--- config.mk ---
export PLATFORM = sky130hd
export DESIGN_NAME = uart_tx
export DESIGN_NICKNAME = d
export VERILOG_FILES = /design/src/rtl/uart_tx.sv
export SDC_FILE = /design/constraint.sdc
export NUM_CORES = 1
export LEC_CHECK = 0
export ABC_AREA = 1
export BUFFER_PORTS_ARGS = -buffer_cell sky130_fd_sc_hd__buf_2
export CELL_PAD_IN_SITES_DETAIL_PLACEMENT = 1
export CELL_PAD_IN_SITES_GLOBAL_PLACEMENT = 2
export CORE_MARGIN = 4
export CORE_UTILIZATION = 31
export CTS_BUF_LIST = sky130_fd_sc_hd__clkbuf_16
export CTS_CLUSTER_SIZE = 25
export DETAILED_ROUTE_END_ITERATION = 8
export PLACE_DENSITY = 0.73
export SLEW_MARGIN = 20
export SYNTH_ARGS = -nofsm -noshare
export SYNTH_HDL_FRONTEND = slang
export SYNTH_SLANG_ARGS = --single-unit
--- constraint.sdc ---
create_clock -name clock -period 2.1 [get_ports clock]
set_clock_uncertainty 0.2 [all_clocks]
set_input_delay 0.21 -clock clock [delete_from_list [all_inputs] [get_ports clock]]
set_output_delay 0.21 -clock clock [all_outputs]
set_load 0.02 [all_outputs]
--- src/rtl/uart_tx.sv ---
// 8N1 serial transmitter: one word per valid/ready accept, start bit on the line the cycle after accept.
// Ready stays low for the whole (DATA_BITS+2)*CLKS_PER_BIT-cycle frame; inputs are ignored while busy.
module uart_tx #(
  parameter int CLKS_PER_BIT = 868,
  parameter int DATA_BITS    = 8
) (
  input  logic                 clock,
  input  logic                 reset,
  input  logic [DATA_BITS-1:0] tx_data,
  input  logic                 tx_valid,
  output logic                 tx_ready,
  output logic                 tx,
  output logic                 busy
);

  localparam int BAUD_W = $clog2(CLKS_PER_BIT);
  localparam int BIT_W  = $clog2(DATA_BITS + 1);
  localparam logic [BAUD_W-1:0] BAUD_LAST = BAUD_W'(CLKS_PER_BIT - 1);
  localparam logic [BIT_W-1:0]  BIT_LAST  = BIT_W'(DATA_BITS - 1);

  typedef enum logic [1:0] {IDLE, START, DATA, STOP} state_t;

  state_t               state;
  logic [BAUD_W-1:0]    baud_cnt;
  logic [BIT_W-1:0]     bit_cnt;
  logic [DATA_BITS-1:0] shreg;
  logic                 bit_end;

  // Wrap of the baud counter marks the last cycle of the current bit.
  assign bit_end = (baud_cnt == BAUD_LAST);

  always_ff @(posedge clock) begin
    if (reset) begin
      state    <= IDLE;
      tx       <= 1'b1;
      tx_ready <= 1'b1;
      busy     <= 1'b0;
      baud_cnt <= '0;
      bit_cnt  <= '0;
    end else begin
      case (state)
        IDLE: begin
          if (tx_valid && tx_ready) begin
            shreg    <= tx_data;
            baud_cnt <= '0;
            bit_cnt  <= '0;
            tx       <= 1'b0;
            tx_ready <= 1'b0;
            busy     <= 1'b1;
            state    <= START;
          end
        end
        START: begin
          if (bit_end) begin
            baud_cnt <= '0;
            tx       <= shreg[0];
            shreg    <= shreg >> 1;
            state    <= DATA;
          end else begin
            baud_cnt <= baud_cnt + 1'b1;
          end
        end
        DATA: begin
          if (bit_end) begin
            baud_cnt <= '0;
            if (bit_cnt == BIT_LAST) begin
              tx    <= 1'b1;
              state <= STOP;
            end else begin
              bit_cnt <= bit_cnt + 1'b1;
              tx      <= shreg[0];
              shreg   <= shreg >> 1;
            end
          end else begin
            baud_cnt <= baud_cnt + 1'b1;
          end
        end
        STOP: begin
          // Ready rises after the stop bit, which yields the one idle cycle between frames.
          if (bit_end) begin
            baud_cnt <= '0;
            tx_ready <= 1'b1;
            busy     <= 1'b0;
            state    <= IDLE;
          end else begin
            baud_cnt <= baud_cnt + 1'b1;
          end
        end
        default: begin
          tx       <= 1'b1;
          tx_ready <= 1'b1;
          busy     <= 1'b0;
          state    <= IDLE;
        end
      endcase
    end
  end

endmodule

==> impl_metrics.ini <==
[yosys]
synth_cells = 198
seq_area_frac_synth_pct = 40.5
synth_edf_count = 8
ys_top_cells_by_area = dfxtp_1 25%, edfxtp_1 16%, nand2_1 13%, nor2_1 6.4%, ha_1 5.7%
synth_area_sq_mm = 0.00153
synth_top_cell_area_share_pct = 24.8
ys_seq_elements = 27
synth_cell_types = 29
ys_warn_count = 0
yosysTopAreaCell = dfxtp_1
ys.flop_type = dfxtp_1
syn_area_per_cell_sq_um = 7.74
ys_async_sr_fraction_pct = 0
syn-num-nets = 216

[power_and_ir_drop]
p_per_area_mw_per_mm2 = 1260
power_mw = 2.30
vdd_drop_max_mv = 0.515
power_leakage_nw = 0.772

[sta]
finalHoldViolations = 0
hold_slack_ns = 0.00395
period_minus_slack_ns = 1.96
fin_crit_sh_pct = 93.4
fin_ws_ns = 0.139
setup-tns-final_ns = 0
rsz0062_at_grt = no
timing.fmax_ghz = 0.510
worst_slew_pin_slew_ns = 0.389
maxSlewHeadroom_pct = 73.8
drv_slew = 0
setup_violations = 0

[routing]
routed_wl_mm = 3.84
wl_per_cell_microns = 13.4
remaining_drc_errors = 0
firstDrtPassIters = 4
final_antenna_net_count = 0
via_count = 1315
avgViaCountPerCell = 4.58
drt_first_iter_violations = 41

[final_layout]
fin_area_sq_mm = 0.00183
drive_above_1_share_pct = 26.4
area_growth_pct = 19.1
diodes = 0
fillers = 631
stdcell_count = 287
nNetsFinal = 239
final_core_util_pct = 38.4

[global_routing]
grt_pass1_wl_mm = 6.60
grt_pass1_vias = 1396
antenna_found_initial = 0
track_usage_pct = 13.3
grt_overflow = 0
grt_start_max_net_pins = 17

[worst_setup_path]
crit_fanout = 8
crit_top_cell = nor2_2
cpMaxStageDelayCell = dfxtp_2
worstPathArrival_ns = 1.74
start_kind = flip-flop
required_ns = 1.88
crit_path_end_kind = flip-flop
path_cells = ha_2 > inv_1 > nor2_2 > nand3_4 > a21oi_4 > nand3_2 > nor2_2 > buf_6
crit_type = reg2reg
critPathMaxStageDelay_ns = 0.36
r2r_slack_ns = 0.14

[placement]
dp_hpwl_mm = 3.08
place.gp.congestion = 0.823
dpl-instance-area_sq_mm = 0.00171
io_buffers = 13
placed_cells = 281
dp_slack_ns = 0.0571

[clock_network]
clk_pin_slew_ns = 0.07
cts_hold_buf = 0
cts_tree = done
clock_path_buffers = 2
root_buffer = clkbuf_16
worstSkewPairLatency_ns = 0.26
htreeDepth = 1
cts_buffers = 3
numClockSinks = 27

[worst_hold_path]
hold_path.class = in2reg

[floorplanning]
start_util_pct = 32.2
fp.dieArea_sq_mm = 0.00613
rows = 25
die_height_microns = 78.3
ios = 14
die_w_microns = 78.3
core_sq_mm = 0.00475

[outcome]
status = completed

[flow_run]
cap_violations = 0
[layer usage]
| layer | part of all wire (%) | track usage [%] |
|---|---|---|
| met1 | 49 | 17.6 |
| met2 | 48 | 22.8 |
| met3 | 1.9 | 2.41 |
| met4 | 0.65 | 2.62 |
| met5 | 0 | 0 |
[Yosys cell counts, types with 5 or more instances]
library cell   n
nand2_2        8
nor2_1        26
edfxtp_1       8
ha_1           7
dfxtp_1       19
o21ai_0        5
nand4_1        6
nand3_1        7
a21oi_1        8
inv_1         18
nand2_1       53
[cell type report]
class                      instances  area (sq um)  area share [%]
timing repair buffer              20           121            6.65
multi-input combinational        145           822            45.0
inverter                          24          92.6            5.07
tap                               67          83.8            4.59
clock buffer                       3          75.1            4.11
clock inverter                     1          7.51           0.411
sequential                        27           623            34.1
[registers in the layout, summed over array words and instances (netlist names)]
signal and count:
shreg 8, tx_ready 1, state 2, bit_cnt 4
baud_cnt 10, busy 1, tx 1
[kinds of logic after synthesis]
logic type	count (synthesis)	share of synthesized area, %
AOI/OAI and AO/OA	23	9.88
xor gates and xnor gates	3	1.71
adders and majority gates	7	5.71
buffers and inverters	26	6.69
DFF	27	40.5
and+or+nand+nor	112	35.5
[power breakdown]
| group | switching, mW | internal, mW |
|---|---|---|
| combinational | 0.681 | 0.374 |
| sequential | 0.0777 | 0.716 |
| clock | 0.190 | 0.259 |
[repair_timing]
action / CTS / global route
hold endpoints to repair: 0 / 0
setup endpoints to repair: 0 / 9
resized for setup: 0 / 7
setup buffers: 0 / 2
[path summary, 6_finish.rpt]
check	startpoint	end	depth (start not counted)
worst max-delay path	baud_cnt[0]$_SDFFE_PP0P_	shreg[0]$_DFFE_PP_	8
worst max register to register	baud_cnt[0]$_SDFFE_PP0P_	shreg[0]$_DFFE_PP_	8
worst min-delay path	reset	bit_cnt[2]$_SDFFE_PP0P_	2
worst min register to register	tx$_SDFFE_PP1P_	tx$_SDFFE_PP1P_	2
[worst max-delay path, delay by kind of cell (launching register included)]
kind	cells	cell delay, ns
DFF	1	0.36
adders and majority gates	1	0.18
buffers and inverters	2	0.20
AOI/OAI and AO/OA	1	0.23
and+or+nand+nor	4	0.51
[cells in the final DEF, fill, tap and decap left out, types with 4 or more instances in the layout]
| cell type | count |
|---|---|
| nand2_2 | 8 |
| buf_2 | 13 |
| nand2_1 | 53 |
| ha_1 | 5 |
| nor2_1 | 25 |
| buf_4 | 6 |
| o21ai_0 | 5 |
| a21oi_1 | 8 |
| edfxtp_1 | 8 |
| nand3_1 | 6 |
| inv_1 | 18 |
| o21ai_1 | 4 |
| nor2_2 | 5 |
| dfxtp_1 | 17 |
| nand4_1 | 6 |
No activity file was read; power rests on OpenSTA's default activity.
